File: src/rtl/apb.sv
// apb: APB-style configuration register bank for the DFE filter array.
//
// A master-side request (MTRANS/MWRITE/MSELx/MADDR/MWDATA) is captured and
// run as a two-phase transfer (SETUP, ACCESS). The captured request is
// committed on the ACCESS clock edge. Back-to-back requests take two cycles each.
//
// Ports
//   clk, rst_n            clock (rising edge), asynchronous active-low reset
//   MTRANS                transfer request
//   MWRITE                1 = write, 0 = read
//   MSELx[COMP]           component select (0 frac-deci, 1 IIR, 2 CIC, 3 control, 4 FIR)
//   MADDR[ADDR_WIDTH]     register address
//   MWDATA[COEFF_WIDTH]   signed write data
//   MRDATA[PDATA_WIDTH]   read data (held until the next read commit)
//   *_VLD                 one-cycle pulse after the last coefficient of a set is written
//   *_OUT                 coefficient / control storage driven to the filter chain
//   *_STATUS[1:0]         [0] overflow, [1] underflow flags
module apb #(
    parameter int unsigned ADDR_WIDTH  = 7,
    parameter int unsigned PDATA_WIDTH = 32,
    parameter int unsigned COEFF_WIDTH = 20,
    parameter int unsigned N_TAP       = 72,
    parameter int unsigned NUM_DENUM   = 5,
    parameter int unsigned COMP        = 5
) (
    input  logic                                  clk,
    input  logic                                  rst_n,
    input  logic                                  MTRANS,
    input  logic                                  MWRITE,
    input  logic [COMP-1:0]                       MSELx,
    input  logic [ADDR_WIDTH-1:0]                 MADDR,
    input  logic [COEFF_WIDTH-1:0]                MWDATA,
    output logic [PDATA_WIDTH-1:0]                MRDATA,
    output logic                                  FRAC_DECI_VLD,
    output logic [N_TAP-1:0][COEFF_WIDTH-1:0]     FRAC_DECI_OUT,
    output logic                                  IIR_24_VLD,
    output logic                                  IIR_5_1_VLD,
    output logic                                  IIR_5_2_VLD,
    output logic [NUM_DENUM-1:0][COEFF_WIDTH-1:0] IIR_24_OUT,
    output logic [NUM_DENUM-1:0][COEFF_WIDTH-1:0] IIR_5_1_OUT,
    output logic [NUM_DENUM-1:0][COEFF_WIDTH-1:0] IIR_5_2_OUT,
    output logic [4:0]                            CTRL_OUT,
    output logic                                  CIC_R_VLD,
    output logic [4:0]                            CIC_R_OUT,
    output logic [1:0]                            OUT_SEL,
    output logic [1:0]                            FRAC_DECI_STATUS,
    output logic [1:0]                            IIR_24_STATUS,
    output logic [1:0]                            IIR_5_1_STATUS,
    output logic [1:0]                            IIR_5_2_STATUS,
    output logic [1:0]                            CIC_STATUS,
    output logic [1:0]                            FIR_STATUS
);

    // Address map, derived from the coefficient counts.
    localparam int unsigned IIR24_BASE = N_TAP;
    localparam int unsigned IIR51_BASE = N_TAP + NUM_DENUM;
    localparam int unsigned IIR52_BASE = N_TAP + 2 * NUM_DENUM;
    localparam int unsigned CIC_ADDR   = N_TAP + 3 * NUM_DENUM;
    localparam int unsigned N_CTRL     = 5;
    localparam int unsigned CTRL_BASE  = CIC_ADDR + 1;
    localparam int unsigned OSEL_ADDR  = CTRL_BASE + N_CTRL;
    localparam int unsigned STAT_BASE  = OSEL_ADDR + 1;
    localparam int unsigned N_STAT     = 6;
    localparam int unsigned STAT_END   = STAT_BASE + 2 * N_STAT;

    localparam int unsigned FD_IW  = (N_TAP > 1) ? $clog2(N_TAP) : 1;
    localparam int unsigned IIR_IW = (NUM_DENUM > 1) ? $clog2(NUM_DENUM) : 1;

    typedef enum logic [1:0] {IDLE, SETUP, ACCESS} state_t;

    typedef enum logic [3:0] {
        R_NONE, R_FD, R_IIR24, R_IIR51, R_IIR52, R_CIC, R_CTRL, R_OSEL, R_STAT
    } region_t;

    state_t state, state_nxt;

    logic                   req_write;
    logic [COMP-1:0]        req_sel;
    logic [ADDR_WIDTH-1:0]  req_addr;
    logic [COEFF_WIDTH-1:0] req_data;

    // Status flags, index order: frac-deci, IIR24, IIR5_1, IIR5_2, CIC, FIR.
    logic [N_STAT-1:0][1:0] status;

    logic                   capture;
    logic                   commit;
    region_t                region;
    logic                   sel_ok;
    int unsigned            a;
    int unsigned            off;
    logic [FD_IW-1:0]       fd_idx;
    logic [IIR_IW-1:0]      iir_idx;
    logic [2:0]             ctrl_idx;
    logic [2:0]             stat_idx;
    logic                   stat_bit;
    logic                   wr_hit;
    logic [PDATA_WIDTH-1:0] rd_val;

    function automatic logic [PDATA_WIDTH-1:0] sext(input logic [COEFF_WIDTH-1:0] c);
        return {{(PDATA_WIDTH - COEFF_WIDTH){c[COEFF_WIDTH-1]}}, c};
    endfunction

    // ---------------------------------------------------------------- FSM
    always_ff @(posedge clk or negedge rst_n) begin
        if (!rst_n) state <= IDLE;
        else        state <= state_nxt;
    end

    always_comb begin
        state_nxt = state;
        capture   = 1'b0;
        commit    = 1'b0;
        case (state)
            IDLE: begin
                if (MTRANS) begin
                    capture   = 1'b1;
                    state_nxt = SETUP;
                end
            end
            SETUP: state_nxt = ACCESS;
            ACCESS: begin
                commit = 1'b1;
                if (MTRANS) begin
                    capture   = 1'b1;
                    state_nxt = SETUP;
                end else begin
                    state_nxt = IDLE;
                end
            end
            default: state_nxt = IDLE;
        endcase
    end

    // Request register: the transfer only ever sees this captured copy.
    always_ff @(posedge clk or negedge rst_n) begin
        if (!rst_n) begin
            req_write <= 1'b0;
            req_sel   <= '0;
            req_addr  <= '0;
            req_data  <= '0;
        end else if (capture) begin
            req_write <= MWRITE;
            req_sel   <= MSELx;
            req_addr  <= MADDR;
            req_data  <= MWDATA;
        end
    end

    // ------------------------------------------------------------- decode
    always_comb begin
        a        = 32'(req_addr);
        region   = R_NONE;
        sel_ok   = 1'b0;
        off      = 0;
        if (a < IIR24_BASE) begin
            region = R_FD;    sel_ok = req_sel[0]; off = a;
        end else if (a < IIR51_BASE) begin
            region = R_IIR24; sel_ok = req_sel[1]; off = a - IIR24_BASE;
        end else if (a < IIR52_BASE) begin
            region = R_IIR51; sel_ok = req_sel[1]; off = a - IIR51_BASE;
        end else if (a < CIC_ADDR) begin
            region = R_IIR52; sel_ok = req_sel[1]; off = a - IIR52_BASE;
        end else if (a == CIC_ADDR) begin
            region = R_CIC;   sel_ok = req_sel[2];
        end else if (a < OSEL_ADDR) begin
            region = R_CTRL;  sel_ok = req_sel[3]; off = a - CTRL_BASE;
        end else if (a == OSEL_ADDR) begin
            region = R_OSEL;  sel_ok = req_sel[3];
        end else if (a < STAT_END) begin
            region = R_STAT;  off = a - STAT_BASE;
            case (off >> 1)
                0:       sel_ok = req_sel[0];
                1, 2, 3: sel_ok = req_sel[1];
                4:       sel_ok = req_sel[2];
                default: sel_ok = req_sel[4];
            endcase
        end
        fd_idx   = FD_IW'(off);
        iir_idx  = IIR_IW'(off);
        ctrl_idx = 3'(off);
        stat_idx = 3'(off >> 1);
        stat_bit = off[0];
        wr_hit   = commit && req_write && sel_ok;
    end

    always_comb begin
        rd_val = '0;
        if (sel_ok) begin
            case (region)
                R_FD:    rd_val = sext(FRAC_DECI_OUT[fd_idx]);
                R_IIR24: rd_val = sext(IIR_24_OUT[iir_idx]);
                R_IIR51: rd_val = sext(IIR_5_1_OUT[iir_idx]);
                R_IIR52: rd_val = sext(IIR_5_2_OUT[iir_idx]);
                R_CIC:   rd_val = PDATA_WIDTH'(CIC_R_OUT);
                R_CTRL:  rd_val = PDATA_WIDTH'(CTRL_OUT[ctrl_idx]);
                R_OSEL:  rd_val = PDATA_WIDTH'(OUT_SEL);
                R_STAT:  rd_val = PDATA_WIDTH'(status[stat_idx][stat_bit]);
                default: rd_val = '0;
            endcase
        end
    end

    // ------------------------------------------------------ register bank
    always_ff @(posedge clk or negedge rst_n) begin
        if (!rst_n) begin
            FRAC_DECI_OUT <= '0;
            IIR_24_OUT    <= '0;
            IIR_5_1_OUT   <= '0;
            IIR_5_2_OUT   <= '0;
            CTRL_OUT      <= '0;
            CIC_R_OUT     <= '0;
            OUT_SEL       <= '0;
            status        <= '0;
            MRDATA        <= '0;
            FRAC_DECI_VLD <= 1'b0;
            IIR_24_VLD    <= 1'b0;
            IIR_5_1_VLD   <= 1'b0;
            IIR_5_2_VLD   <= 1'b0;
            CIC_R_VLD     <= 1'b0;
        end else begin
            FRAC_DECI_VLD <= wr_hit && (a == IIR24_BASE - 1);
            IIR_24_VLD    <= wr_hit && (a == IIR51_BASE - 1);
            IIR_5_1_VLD   <= wr_hit && (a == IIR52_BASE - 1);
            IIR_5_2_VLD   <= wr_hit && (a == CIC_ADDR - 1);
            CIC_R_VLD     <= wr_hit && (a == CIC_ADDR);
            if (commit && !req_write) MRDATA <= rd_val;
            if (wr_hit) begin
                case (region)
                    R_FD:    FRAC_DECI_OUT[fd_idx]     <= req_data;
                    R_IIR24: IIR_24_OUT[iir_idx]       <= req_data;
                    R_IIR51: IIR_5_1_OUT[iir_idx]      <= req_data;
                    R_IIR52: IIR_5_2_OUT[iir_idx]      <= req_data;
                    R_CIC:   CIC_R_OUT                 <= req_data[4:0];
                    R_CTRL:  CTRL_OUT[ctrl_idx]        <= req_data[0];
                    R_OSEL:  OUT_SEL                   <= req_data[1:0];
                    R_STAT:  status[stat_idx][stat_bit] <= req_data[0];
                    default: ;
                endcase
            end
        end
    end

    assign FRAC_DECI_STATUS = status[0];
    assign IIR_24_STATUS    = status[1];
    assign IIR_5_1_STATUS   = status[2];
    assign IIR_5_2_STATUS   = status[3];
    assign CIC_STATUS       = status[4];
    assign FIR_STATUS       = status[5];

endmodule

File: config.mk
export PLATFORM = sky130hd
export DESIGN_NAME = apb
export DESIGN_NICKNAME = d
export VERILOG_FILES = /design/src/rtl/apb.sv
export SDC_FILE = /design/constraint.sdc
export NUM_CORES = 2
export LEC_CHECK = 0
export ABC_AREA = 1
export BUFFER_PORTS_ARGS = -buffer_cell sky130_fd_sc_hd__clkbuf_2
export CAP_MARGIN = 30
export CORE_AREA = 2 2 720 722
export CTS_CLUSTER_SIZE = 20
export DETAILED_ROUTE_END_ITERATION = 6
export DIE_AREA = 0 0 722 724
export PLACE_DENSITY_LB_ADDON = 0.08
export SLEW_MARGIN = 5
export SYNTH_ARGS = -nofsm -noshare
export SYNTH_HDL_FRONTEND = slang
export SYNTH_SLANG_ARGS = --single-unit
File: constraint.sdc
create_clock -name clk -period 10.09 [get_ports clk]
set_clock_uncertainty 0.2 [all_clocks]
set_input_delay 1.009 -clock clk [delete_from_list [all_inputs] [get_ports clk]]
set_output_delay 1.009 -clock clk [all_outputs]
set_load 0.03 [all_outputs]
Word-level counts from Yosys, hierarchy flattened
Cells that the tools add are included.

$add $sub $neg: 5. Order comparisons: 14. Equal/unequal tests: 21. Mux-type cells: 63. Reductions and logical operators: 25.

Operator list (number): $bwmux 1440 (1); $bwmux 100 (3); $pmux 32 s8 (1); $bmux 20 s3 (3); $bmux 20 s7 (1); $demux 20 s7 (1); $mux 20 (6); $eq 31x2->1 const B (2); $demux 20 s3 (1); $mux 7 (8); $eq 7x7->1 const B (6); $lt 7x7->1 const B (6); $logic_not 32->1 (1); $mux 32 (1); $mux 4 (8); $eq 31x1->1 const B (1); $eq 31x3->1 const B (1); $sub 7x7->7 const B (4); $mux 1 (17); $eq 4x3->1 const B (4); $reduce_and 2->1 (8); $bwmux 12 (1); $logic_and 1x1->1 (12); $eq 4x2->1 const B (2); other kinds (25) (29).

Flip-flop bits (word level): 1836. Input port bits: 36. Output and inout bits: 1801. Word-level logic and storage cells: 235.

Logic depth before layout (Yosys ltp)
Depth in word-level cells: 16. Gate-level depth with buffers: 30. Depth with buffers taken out: 26.

Least setup slack after synthesis
No wires, ideal clock.

Path kind: reg2reg. Start point: register req_addr[1]. End point: register MRDATA[18]. Setup time: 0.117 ns. Arrival time: 2.928 ns. Data required time: 9.773 ns. Path slack: 6.845 ns. Cell stages (with the launch flop): 27. Path buffers: 2. Period minus slack after synthesis: 3.245 ns. Path through: dfrtp_1 > inv_1 > ha_1 > nand2_1 > nand2_1 > nand2_1 > nand2_2 > nand2_1 > nand2_1 > nand2_2 > nand3_2 > nand2_2 > nand2_4 > nor2_4 > buf_2 > clkbuf_1 > nand2_1 > nand2_1 > nor2_1 > nor2_1 > nor2_1 > nand2_1 > nand2_1 > nand3_1 > nand2_1 > nand2_1 > nand2_1.

Longest elaborated chain between the ends: 13. Elaborated cells between the ends (all ways): 62. Those cells by class: 5 x add/sub; 6 x order compare; 14 x eq/ne; 35 x mux; 2 x reduce/logical.

RTL lines: start, declared (line 79) `logic [ADDR_WIDTH-1:0] req_addr;`; start signal, assigned (line 139) `req_addr <= '0;`; start signal, assigned (line 144) `req_addr <= MADDR;`; $sub 7x7->8 or $lt 7x7->1 (tied branches) (line 170, 169); $mux 7, or another cell as far along (line 169) `end else if (a < STAT_END) begin`; $mux 7 or $reduce_or 3->1 (tied branches) (line 167, 171); $mux 7 or $pmux 1 s3 (tied branches) (line 165, 171); $mux 7 or $mux 1 (tied branches) (line 163, 169); $mux 7 or $mux 1 (tied branches) (line 161, 167); $mux 7 or $mux 1 (tied branches) (line 159, 165); $mux 7 or $mux 1 (tied branches) (line 157, 163); $mux 7 or $mux 1 (tied branches) (line 155, 161); $bmux 20 s7, or another cell as far along (line 190) `R_FD: rd_val = sext(FRAC_DECI_OUT[fd_idx]);`; $mux 20 (implied by the code), or another cell as far along (line 190); $pmux 32 s8 or $mux 1 (tied branches) (line 189, 155); $mux 32 (*) (line 188) `if (sel_ok) begin`; end signal, assigned (line 226) `if (commit && !req_write) MRDATA <= rd_val;`; end, declared (line 33) `output logic [PDATA_WIDTH-1:0] MRDATA,`.

Mark *: on every way between the ends. The rest lies on a longest branch, timed or not. The select of a mux whose other input is x is not followed. A chain may end at the register's enable or synchronous reset.

Worst setup path after layout
Start point: register req_addr[3]. End point: register MRDATA[10].

Same word-level chain as after synthesis.

==> results.sh <==
export IMPL_max_cap_viol_count=0
export IMPL_post_synth_inst_count=12500
export IMPL_first_pass_iters=6
export IMPL_routed_wire_length_per_instance_microns=33.8
export IMPL_std_cell_rows=264
export IMPL_final_hold_worst_slack_ns=0.0913
export IMPL_slew_limit_headroom_pct=17.4
export IMPL_insertion_delay_ns=0.97
export IMPL_synth_warning_count=0
export IMPL_clk_pwr_share_pct=39.4
export IMPL_hp_class="input pin to flop"
export IMPL_grt_first_pass_wirelength_microns=920000
export IMPL_sw_frac_of_total_pct=41.5
export IMPL_max_freq_mhz=139
export IMPL_worstHoldPathCells=3
export IMPL_power_per_cell_area_nw_per_um2=211
export IMPL_worst_path_buffer_plus_inverter_count=4
export IMPL_rsz0062_at_grt="no"
export IMPL_rrSetupSlack_ns=2.89
export IMPL_cp_slowest_cell="sky130_fd_sc_hd__dfrtp_1"
export IMPL_critical_path_max_stage_delay_ns=0.70
export IMPL_final_sum_of_negative_setup_slack_ns=0
export IMPL_syn_nets=12600
export IMPL_r2r_end="MRDATA[10]$_DFFE_PN0P_"
export IMPL_initial_util_pct=17.6
export IMPL_timing_hold_worst_start="MWDATA[13]"
export IMPL_cts_buffer_depth=4
export IMPL_grt_use_total_pct=26.2
export IMPL_numPlacedInstances=20500
export IMPL_die_height_microns=724
export IMPL_core_area_sq_um=515000
export IMPL_port_buffer_count=1836
export IMPL_setup_viol=0
export IMPL_endpoint_kind="flop"
export IMPL_overflow=0
export IMPL_path_depth=24
export IMPL_setup_worst_path_class="flop to flop"
export IMPL_run_status="complete, no violations"
export IMPL_leakage_nw=61.6
export IMPL_max_vdd_ir_drop_mv=0.133
export IMPL_synth_cell_area_sq_um=90600
export IMPL_dp_hpwl_microns=534000
export IMPL_synthDistinctLibCells=44
export IMPL_seq_power_share_pct=32.4
export IMPL_initialDrtViolationCount=8489
export IMPL_layoutNonFillerInstCount=21000
export IMPL_final_layout_net_count=14100
export IMPL_holdBufCountCts=5
export IMPL_cts_tree="yes"
export IMPL_postCtsSetupRepairBufs=0
export IMPL_crit_arrival_ns=7.83
export IMPL_period_needed_ns=7.20
export IMPL_vias=91700
export IMPL_internal_power_mw=14.3
export IMPL_whs_endpoint="req_data[13]$_DFFE_PN0P_"
export IMPL_combinational_share_of_power_pct=28.2
export IMPL_timing_final_hold_violations=0
export IMPL_filler_cell_count_in_the_final_layout=58300
export IMPL_cts_made_buffers=265
export IMPL_critical_path_top_delay_family="simple AND/OR/NAND/NOR gates"
export IMPL_worstPathMaxFanout=92
export IMPL_synth_seq_cells=1824
export IMPL_worst_pin_slew_ns=1.24
export IMPL_min_period_over_period_pct=71.4
export IMPL_crit_reg2reg_launch="req_addr[3]$_DFFE_PN0P_"
export IMPL_critical_path_required_ns=10.72
export IMPL_placed_cell_area_sq_um=107000
export IMPL_cts_sinks=1824
export IMPL_cts_root_buffer_cell="sky130_fd_sc_hd__clkbuf_16"
export IMPL_cts_resized_gates=0
export IMPL_clkSlewWorstSetupHoldPaths_ns=0.06
export IMPL_avgSynthCellArea_sq_um=7.23
export IMPL_final_antenna_net_count=0
export IMPL_worst_path_most_repeated_cell="sky130_fd_sc_hd__nand2_1"
export IMPL_final_max_slew_violation_count=0
export IMPL_layout_cell_share_with_drive_strength_beyond_1_pct=19.4
export IMPL_gp_congestion=0.881
export IMPL_h_tree_depth_reported_by_cts=5
export IMPL_antenna_found_initial=56
export IMPL_worstRegToRegCells=24
export IMPL_p_sw_mw=10.1
export IMPL_critical_path_cell_chain="inv_2, ha_1, nand2_2, nand2_2, inv_2, nand2_2, nor2_1, nand2_8, nand2_8, buf_12, buf_4, nand2_1, nand2_1, nand2_1, nand2_1, nor2_1, nor2_1, nor2_1, nand2_1, nand2_1, nand3_1, nand2_1, nand2_1, nand2_1"
export IMPL_critical_path_startpoint_type="flop"
export IMPL_die_w_microns=722
export IMPL_synth_sequential_area_ratio_pct=50.4
export IMPL_vias_per_cell=4.37
export IMPL_design_area_sq_um=116000
export IMPL_regArea_sq_um=45700
export IMPL_io_pins=1837
export IMPL_design_die_area_sq_um=523000
export IMPL_multiInputGateArea_sq_um=37400
export IMPL_via_count_of_the_first_global_routing_pass=88700
export IMPL_largest_net_degree_at_the_start_of_global_routing=172
export IMPL_drcViolationCount=0
export IMPL_layout_area_overhead_vs_synth_pct=28.1
export IMPL_totalWireLength_microns=710000
-- worst reg2reg max path, delay by kind of cell, from the launching register on --
kind | cells | cell delay, ns
and+or+nand+nor | 19 | 4.00
buffers and inverters | 4 | 1.95
DFF | 1 | 0.70
adders and majority gates | 1 | 0.24
-- synth_stat cells (all sizes together) --
| library cell | number | area (sq um) |
|---|---|---|
| o211ai | 37 | 278 |
| nor2 | 769 | 3110 |
| inv | 966 | 3630 |
| nand3 | 659 | 3310 |
| o21ai | 1370 | 6860 |
| a21oi | 86 | 457 |
| nor3 | 13 | 65.1 |
| a211oi | 17 | 128 |
| xnor2 | 1 | 8.76 |
| or2 | 3 | 18.8 |
| o31ai | 1 | 7.51 |
| nand3b | 63 | 473 |
| dfrtp | 1824 | 45600 |
| nand4 | 48 | 300 |
| ha | 14 | 175 |
| clkinv | 3 | 11.3 |
| a21boi | 1 | 11.3 |
| o21bai | 1 | 7.51 |
| xor2 | 7 | 68.8 |
| o221ai | 6 | 52.6 |
| nand2 | 5675 | 21400 |
| a31oi | 1 | 6.26 |
| o22ai | 40 | 250 |
| nor4 | 1 | 6.26 |
| buf | 527 | 2760 |
| clkbuf | 403 | 1520 |
-- cells by family (layout without fill, tap and decap cells) --
| group | count (synthesis) | count (layout) | synth area share, % |
|---|---|---|---|
| flops | 1824 | 1824 | 50.4 |
| simple gates | 7231 | 7231 | 31.7 |
| other cells | 0 | 21 | 0 |
| xor+xnor | 8 | 8 | 0.0856 |
| fa+ha+maj | 14 | 14 | 0.193 |
| buf+inv | 1899 | 3572 | 8.74 |
| compound gates | 1560 | 1560 | 8.89 |
-- worst max path at each step --
stage | startpoint | endpoint | slack, ns
floorplan | req_addr[1]$_DFFE_PN0P_ | MRDATA[18]$_DFFE_PN0P_ | 6.85
global placement | req_addr[3]$_DFFE_PN0P_ | MRDATA[16]$_DFFE_PN0P_ | 2.89
detailed placement | req_addr[3]$_DFFE_PN0P_ | MRDATA[10]$_DFFE_PN0P_ | 2.93
CTS | req_addr[3]$_DFFE_PN0P_ | MRDATA[10]$_DFFE_PN0P_ | 2.94
global route | req_addr[3]$_DFFE_PN0P_ | MRDATA[10]$_DFFE_PN0P_ | 2.57
finish | req_addr[3]$_DFFE_PN0P_ | MRDATA[10]$_DFFE_PN0P_ | 2.89
-- final cells by class --
type | count | area share [%]
Antenna cell | 21 | 0.0453
Clock buffer | 406 | 6.87
Clock inverter | 59 | 0.478
Inverter | 969 | 3.16
Multi-Input combinational cell | 8813 | 32.3
Sequential cell | 1824 | 39.4
Tap cell | 6783 | 7.31
Timing Repair Buffer | 2138 | 10.5
-- power groups by stage --
stage / registers (mW) / clock network, mW / logic (mW)
final: 7.92 / 9.64 / 6.91
after global placement: 8.08 / 0 / 7.11
after detailed placement: 8.07 / 0 / 7.10
after global routing: 7.93 / 10.1 / 7.41
after floorplan: 7.98 / 0 / 2.93
after CTS: 7.94 / 9.90 / 7.12
-- cell usage in the layout (no fill, tap or decap), types with 48 or more instances in the layout --
cell,synthesis,routed
sky130_fd_sc_hd__dfrtp_1,1824,1804
sky130_fd_sc_hd__a21oi_1,83,81
sky130_fd_sc_hd__clkbuf_8,0,64
sky130_fd_sc_hd__nand2_1,5641,5634
sky130_fd_sc_hd__o21ai_1,160,165
sky130_fd_sc_hd__clkbuf_2,3,1835
sky130_fd_sc_hd__clkbuf_16,0,273
sky130_fd_sc_hd__nand3_1,657,656
sky130_fd_sc_hd__o21ai_0,1209,1201
sky130_fd_sc_hd__clkbuf_1,400,69
sky130_fd_sc_hd__nor2_1,728,673
sky130_fd_sc_hd__nand4_1,48,48
sky130_fd_sc_hd__inv_1,917,917
sky130_fd_sc_hd__buf_4,55,241
sky130_fd_sc_hd__nand3b_1,63,63
-- sequential cells by signal, summed over array words and instances (netlist names), 5 cells and up --
name	cells
MRDATA	20
req_data	20
IIR_24_OUT	100
IIR_5_2_OUT	100
CTRL_OUT	5
FRAC_DECI_OUT	1440
req_addr	7
CIC_R_OUT	5
req_sel	5
IIR_5_1_OUT	100
-- per-layer routing --
metal	GRT usage, %	wire length (microns)	vias up
li1	-	-	41800
met1	33.1	298000	46000
met2	43.8	336000	3270
met3	5.60	45500	680
met4	9.65	30800	6
met5	0	45	-
-- per-stage QoR --
stage / total power [mW] / util [%] / setup WS, ns
6_report: 24.5 / 22.5 / 2.89
5_1_grt: 25.5 / 22.5 / 2.57
4_1_cts: 25.0 / 22.5 / 2.94
3_5_place_dp: 15.2 / 20.8 / 2.93
3_3_place_gp: 15.2 / 20.7 / 2.89
2_1_floorplan: 10.9 / - / 6.85
No activity file was read; power rests on OpenSTA's default activity.
